==> src/rtl/rr_grant_arbiter.sv <==
// Round-robin / fixed-priority grant arbiter with a held valid/ready grant,
// an end-of-sweep group-release pulse, a sweep restart and a completed-grant counter.
module rr_grant_arbiter #(
  parameter int NUM_REQ = 8,
  parameter int ADDR_W  = 3,
  parameter int CNT_W   = 16
) (
  input  logic               clk_i,
  input  logic               reset_i,
  input  logic               enable_i,
  input  logic               refresh_i,
  input  logic               mode_i,
  input  logic [NUM_REQ-1:0] req_i,
  input  logic               gnt_ready_i,
  output logic [NUM_REQ-1:0] gnt_o,
  output logic [ADDR_W-1:0]  addr_o,
  output logic               gnt_valid_o,
  output logic               grp_release_o,
  output logic [CNT_W-1:0]   gnt_cnt_o
);

  typedef enum logic {
    IDLE,
    GRANT
  } state_e;

  state_e             state_q, state_d;
  logic [NUM_REQ-1:0] mask_q, mask_d;
  logic [NUM_REQ-1:0] gnt_q, gnt_d;
  logic [ADDR_W-1:0]  addr_q, addr_d;
  logic               valid_q, valid_d;
  logic               rel_q, rel_d;
  logic               fixed_q, fixed_d;
  logic [CNT_W-1:0]   cnt_q, cnt_d;

  logic [NUM_REQ-1:0] mreq;
  logic [NUM_REQ-1:0] rem;
  logic [ADDR_W-1:0]  win;

  // Index of the lowest set bit; scanning downwards lets the lowest hit win.
  function automatic logic [ADDR_W-1:0] lowest_idx(input logic [NUM_REQ-1:0] v);
    logic [ADDR_W-1:0] idx;
    idx = '0;
    for (int i = NUM_REQ - 1; i >= 0; i--) begin
      if (v[i]) idx = ADDR_W'(i);
    end
    return idx;
  endfunction

  always_comb begin
    // NOTE: every always_comb output gets a default first so no path leaves it
    // unassigned, which would otherwise infer a latch.
    state_d = state_q;
    mask_d  = mask_q;
    gnt_d   = gnt_q;
    addr_d  = addr_q;
    valid_d = valid_q;
    fixed_d = fixed_q;
    cnt_d   = cnt_q;
    rel_d   = 1'b0;

    mreq = req_i & mask_q;
    if (mode_i || (mreq == '0)) win = lowest_idx(req_i);
    else                        win = lowest_idx(mreq);

    // Requesters still waiting in the current sweep, judged by the held grant's mode.
    if (fixed_q) rem = req_i & ~gnt_q;
    else         rem = req_i & mask_q & ~gnt_q;

    unique case (state_q)
      IDLE: begin
        if (refresh_i) begin
          mask_d = '1;
        end else if (enable_i && (req_i != '0)) begin
          gnt_d   = '0;
          gnt_d[win] = 1'b1;
          addr_d  = win;
          valid_d = 1'b1;
          fixed_d = mode_i;
          state_d = GRANT;
          if (!mode_i) mask_d = {NUM_REQ{1'b1}} << (int'(win) + 1);
        end
      end
      GRANT: begin
        if (gnt_ready_i) begin
          gnt_d   = '0;
          valid_d = 1'b0;
          cnt_d   = cnt_q + 1'b1;
          rel_d   = (rem == '0);
          state_d = IDLE;
        end
        if (refresh_i) mask_d = '1;
      end
      default: state_d = IDLE;
    endcase
  end

  always_ff @(posedge clk_i or posedge reset_i) begin
    if (reset_i) begin
      state_q <= IDLE;
      mask_q  <= '1;
      gnt_q   <= '0;
      addr_q  <= '0;
      valid_q <= 1'b0;
      rel_q   <= 1'b0;
      fixed_q <= 1'b0;
      cnt_q   <= '0;
    end else begin
      // NOTE: state registers use non-blocking assignment so every flop samples
      // the pre-edge values regardless of statement order.
      state_q <= state_d;
      mask_q  <= mask_d;
      gnt_q   <= gnt_d;
      addr_q  <= addr_d;
      valid_q <= valid_d;
      rel_q   <= rel_d;
      fixed_q <= fixed_d;
      cnt_q   <= cnt_d;
    end
  end

  assign gnt_o         = gnt_q;
  assign addr_o        = addr_q;
  assign gnt_valid_o   = valid_q;
  assign grp_release_o = rel_q;
  assign gnt_cnt_o     = cnt_q;

endmodule

==> config.mk <==
export PLATFORM = sky130hd
export DESIGN_NAME = rr_grant_arbiter
export DESIGN_NICKNAME = d
export VERILOG_FILES = /design/src/rtl/rr_grant_arbiter.sv
export SDC_FILE = /design/constraint.sdc
export NUM_CORES = 1
export LEC_CHECK = 0
export ABC_CLOCK_PERIOD_IN_PS = 5850
export CAP_MARGIN = 20
export CELL_PAD_IN_SITES_DETAIL_PLACEMENT = 0
export CELL_PAD_IN_SITES_GLOBAL_PLACEMENT = 1
export CORE_ASPECT_RATIO = 1.25
export CORE_MARGIN = 2
export CORE_UTILIZATION = 43
export CTS_BUF_LIST = sky130_fd_sc_hd__clkbuf_8 sky130_fd_sc_hd__clkbuf_16
export CTS_CLUSTER_DIAMETER = 120
export DETAILED_ROUTE_END_ITERATION = 10
export PLACE_DENSITY_LB_ADDON = 0.1
export SYNTH_ARGS = -nofsm -noshare
export SYNTH_HDL_FRONTEND = slang
export SYNTH_SLANG_ARGS = --single-unit
==> constraint.sdc <==
create_clock -name clk_i -period 5.85 [get_ports clk_i]
set_clock_uncertainty 0.05 [all_clocks]
set_input_delay 1.755 -clock clk_i [delete_from_list [all_inputs] [get_ports clk_i]]
set_output_delay 1.755 -clock clk_i [all_outputs]
set_load 0.01 [all_outputs]
# After elaboration in Yosys (flattened, before gate mapping)
# Cells that the tools add are included.
# op_classes
add_sub_neg,2
n_mul,0
n_div,0
n_lt_le_gt_ge,2
n_eq_ne,6
shift,1
n_mux,39
n_bitwise,6
n_reduce_logical,10
# op_table
cell,count
$mux W8,8
$mux W3,17
$pmux W8 S2,2
$and A8 B8 Y8,3
$add A16 B1 Y16 const B,1
$logic_not A8 Y1,2
$mux W1,9
$reduce_and A3 Y1,3
$ne A2 B2 Y1 const B,4
$not A8 Y8,1
$reduce_bool A8 Y1,1
$shl A8 B4 Y8 const A,1
$ne A3 B3 Y1 const B,2
$add A3 B1 Y4 const B,1
$lt A3 B4 Y1 const B,1
$pmux W1 S2,2
$demux W1 S3,1
$ge A3 B1 Y1 const B,1
$logic_and A1 B1 Y1,2
$not A1 Y1,2
$reduce_and A2 Y1,1
$logic_or A1 B1 Y1,1
# word_totals
reg_bits,39
latch_bits,0
ram_bits,0
romBits,0
in_bits,14
elab_cells,74
n_memories,0

# Longest topological paths before layout
# depth
ltp_word,17
mapped_depth,13
ltp_nobuf,12

# Least setup slack after synthesis
# OpenSTA, ideal clock, no wires.
# synth_timing
path_kind,input to register
start,in req_i[5]
end,reg mask_q[2]
setup_time_ns,0.077
t_arrival_ns,3.956
required_ns,5.723
path_slack_ns,1.766
path_stages,10
n_path_buf,1
cell_sequence,a22oi_2 > a41oi_4 > a2111oi_2 > or2_2 > buf_2 > ha_1 > inv_1 > ha_1 > or3b_2 > o22ai_1
# synth_between
elab_chain_cells,14
word_cells_on_any_way,26
cone_classes,1 x add/sub; 1 x eq/ne; 1 x shift; 17 x mux; 1 x bitwise; 5 x reduce/logical
# synth_lines
item,line,text
"start, declared",13,"input logic [NUM_REQ-1:0] req_i,"
$and A8 B8 Y8,62,mreq = req_i & mask_q;
$mux W3 (6 in a row),45,if (v[i]) idx = ADDR_W'(i);
$mux W3 (*),63,if (mode_i || (mreq == '0)) win = lowest_idx(req_i);
named net win[1],38,logic [ADDR_W-1:0] win;
$add A3 B1 Y4 (*),81,if (!mode_i) mask_d = {NUM_REQ{1'b1}} << (int'(win) + 1);
$shl A8 B4 Y8 (*),81,
$mux W8 (*),81,
$mux W8 (*),74,end else if (enable_i && (req_i != '0)) begin
$mux W8 (*),72,if (refresh_i) begin
$pmux W8 S2 (*),70,unique case (state_q)
"end signal, assigned",112,mask_q <= mask_d;
"end, declared",28,"logic [NUM_REQ-1:0] mask_q, mask_d;"
# The timed path passes the listed nets; every way through them passes the cells marked *. The select of a mux whose other input is x is not followed.
# A chain may end at the register's enable or synchronous reset.

# Worst setup path after layout
# layout_timing
start,in req_i[5]
end,reg mask_q[2]
# layout_between
elab_chain_cells,14
word_cells_on_any_way,26
cone_classes,1 x add/sub; 1 x eq/ne; 1 x shift; 17 x mux; 1 x bitwise; 5 x reduce/logical
# layout_lines
item,line
$and A8 B8 Y8,62
$mux W3 (6 in a row),45
$mux W3,63
$add A3 B1 Y4,81
$shl A8 B4 Y8,81
$mux W8,81
$mux W8,74
$mux W8,72
$pmux W8 S2,70
# Parallel ways exist; a longest one is shown, timed or not. The select of a mux whose other input is x is not followed.

==> summary.md <==
| Metric | Value |
|---|---|
| Run status | `finished clean` |
| Critical Path Sink Type | `register` |
| CTS clk-pin slew, worst paths | `0.08 ns` |
| Average wire per standard cell | `15.6 um` |
| Vias per cell | `5.48` |
| DR pass1 iterations | `4` |
| Met1 Use GR | `21.6%` |
| Slew Viols, Final | `0` |
| Setup TNS | `0 ns` |
| Post-Syn Area | `0.00213 mm2` |
| CP required | `6.02 ns` |
| Post-synth cell types | `49` |
| YS warnings | `0` |
| Number of nets in the layout | `267` |
| Maximum root-to-sink buffer count | `2` |
| Reg2Reg Setup Slack | `2.91 ns` |
| Grt ovf | `0` |
| Slew @ Worst Pin | `0.871 ns` |
| Mean cell area of the mapped netlist | `10.4 um2` |
| Cell count after synthesis | `205` |
| Post-CTS Repair Setup Buffers | `0` |
| GR Util met2 | `37.5%` |
| Die Y | `82.7 um` |
| Critical path arrival | `4.65 ns` |
| Endpoints failing hold | `0` |
| Design area | `0.00271 mm2` |
| Pleak | `1.11 nW` |
| Synth async-reset ratio | `100%` |
| Max VDD drop | `152 uV` |
| Number of global-route vias before repair | `1,665` |
| Die X | `67.0 um` |
| Maxcap violations | `0` |
| Layout filler cell count | `447` |
| Worst setup SP type | `input pin` |
| Area grow syn2layout | `27.0%` |
| Post-synthesis sequential area ratio | `46.2%` |
| Worst rel slew slack | `41.8%` |
| Primary FF master, synth | `dfrtp_1` |
| Antenna-violating nets left | `0` |
| Global routing met3 resource utilization | `3.93%` |
| Root buffer cell | `clkbuf_8` |
| Flops & latches, synth | `39` |
| Fmax | `0.224 GHz` |
| Ports | `43` |
| Crit path kind | `input pin to register` |
| Num rows | `28` |
| Final core utilization | `56.8%` |
| Total track usage | `19.7%` |
| EDFF count, synth | `0` |
| # hold bufs at CTS | `0` |
| Remaining routing DRC violations | `0` |
| CTS Buf Count | `5` |
| Worst-Skew Late Latency | `0.30 ns` |
| TritonCTS clock tree | `yes` |
| Routed vias | `1,698` |
| Initial antenna violation count | `0` |
| First-pass GRT wire length | `8.05 mm` |
| Min Tclk post-route | `4.47 ns` |
| Area of the die | `0.00554 mm2` |
| Diode count | `0` |
| RSZ-0062 raised after global routing | `false` |
| Most crowded layer after global routing | `met2` |
| PortBufs | `42` |
| Final WL | `4.84 mm` |
| DRT iter0 DRCs | `55` |
| HPWL Detailed | `3.71 mm` |
| Initial Util | `44.7%` |
| Post-CTS Resized | `0` |
| Period utilization | `76.5%` |
| GP Congestion | `0.863` |
| Htree depth | `2` |
| Hold WC Path Type | `register to register` |
| Syn_nets | `223` |
| Share of cells above drive strength 1 | `15.6%` |
| Largest net degree at the start of global routing | `40` |
| Clock net sink count | `39` |
| Final setup viols | `0` |
| PD cells | `280 mW/mm2` |
| Max FO, Critical Path | `8` |
| Placed inst area | `0.00259 mm2` |
| Core ar. | `0.00476 mm2` |
-- per-stage QoR --
stage	setup slack [ns]	hold slack, ns	std cells	total power, mW
2_1_floorplan	1.77	0.443	205	0.446
3_3_place_gp	1.11	0.411	302	0.534
3_5_place_dp	1.08	0.411	302	0.536
4_1_cts	1.39	0.428	310	0.766
5_1_grt	1.19	0.468	310	0.801
6_report	1.38	0.419	310	0.757
-- logic make-up (layout without fill, tap and decap cells) --
group	count (synthesis)	in the layout	share of synthesized area, %
adder cells (fa/ha/maj)	4	4	2.35
buffers and inverters	21	66	4.75
multiplexers	3	3	1.58
XOR/XNOR	15	15	6.16
AO/OA/AOI/OAI	50	50	22.2
flip-flops	39	39	46.2
AND/OR/NAND/NOR	73	73	16.7
-- sequential cells by signal, indices dropped and copies added (netlist names) --
register,flops
gnt_cnt_o,16
gnt_o,8
mask_q,8
addr_o,3
fixed_q,1
gnt_valid_o,1
grp_release_o,1
state_q,1
-- critical path: stages --
cell and delay [ns]:
clkdlybuf4s50_1 0.52, a22oi_2 0.30, a41oi_4 0.18, a2111oi_2 0.43, or2_2 0.31, ha_1 0.18
inv_1 0.04, ha_1 0.33, or3b_2 0.45, o22ai_1 0.14
-- cells in the mapped netlist (3+ instances only) --
| cell type | instances | area share, % |
|---|---|---|
| o21ai_0 | 5 | 1.2 |
| ha_1 | 4 | 2.3 |
| nor2_1 | 19 | 3.3 |
| mux2_2 | 3 | 1.6 |
| o211ai_1 | 6 | 2.1 |
| inv_1 | 14 | 2.5 |
| o31ai_1 | 4 | 1.4 |
| a21oi_1 | 5 | 1.2 |
| xnor2_1 | 12 | 4.9 |
| nand2_1 | 18 | 3.2 |
| clkbuf_1 | 4 | 0.70 |
| nand4_1 | 4 | 1.2 |
| xor2_1 | 3 | 1.2 |
| o41ai_2 | 4 | 3.1 |
| o22ai_1 | 5 | 1.5 |
| dfstp_2 | 8 | 9.9 |
| dfrtp_1 | 31 | 36 |
| nand3_1 | 12 | 2.8 |
| a2111oi_2 | 3 | 2.1 |
| and3_1 | 3 | 0.88 |
-- cell usage in the layout, fill, tap and decap left out, types with 4 or more instances in the layout --
cell             Yosys  routed
nand4_1              4       4
a21oi_1              5       5
inv_1               14      14
xnor2_1             12      12
nand3_1             12      12
o31ai_1              4       4
nand2_1             18      18
o211ai_1             6       6
o22ai_1              5       5
o21ai_0              5       5
clkdlybuf4s50_1      0      42
ha_1                 4       4
dfrtp_1             31      31
clkbuf_8             0       5
o41ai_2              4       4
nor2_1              19      19
dfstp_2              8       8
-- where the power goes --
| group | internal [mW] | switching, mW |
|---|---|---|
| registers | 0.306 | 0.0399 |
| logic | 0.0992 | 0.0836 |
| clock network | 0.127 | 0.102 |
-- layer usage --
metal / routed length (um) / share of wire (%) / vias up
li1: - / - / 834
met1: 1990 / 41 / 816
met2: 2580 / 53 / 41
met3: 183 / 3.8 / 7
met4: 80 / 1.7 / 0
met5: 0 / 0 / -
-- worst paths after layout --
path / to / depth (start not counted) / start
max: mask_q[2] / 10 / req_i[5]
min: gnt_cnt_o[15] / 1 / gnt_cnt_o[15]
max reg2reg: mask_q[2] / 10 / mask_q[5]
min reg2reg: gnt_cnt_o[15] / 1 / gnt_cnt_o[15]
max in group asynchronous: mask_q[2] / 3 / reset_i
min in group asynchronous: gnt_cnt_o[15] / 3 / reset_i
-- final cells by class --
type,instances,area (um2),share of cell area (%)
multi-input cells,145,1040,38.6
clock buffers,5,68.8,2.54
well taps,60,75.1,2.77
clock inverters,3,43.8,1.62
flip-flops and latches,39,986,36.4
repair buffers,43,428,15.8
inverters,15,61.3,2.26
No activity file was read; power rests on OpenSTA's default activity.
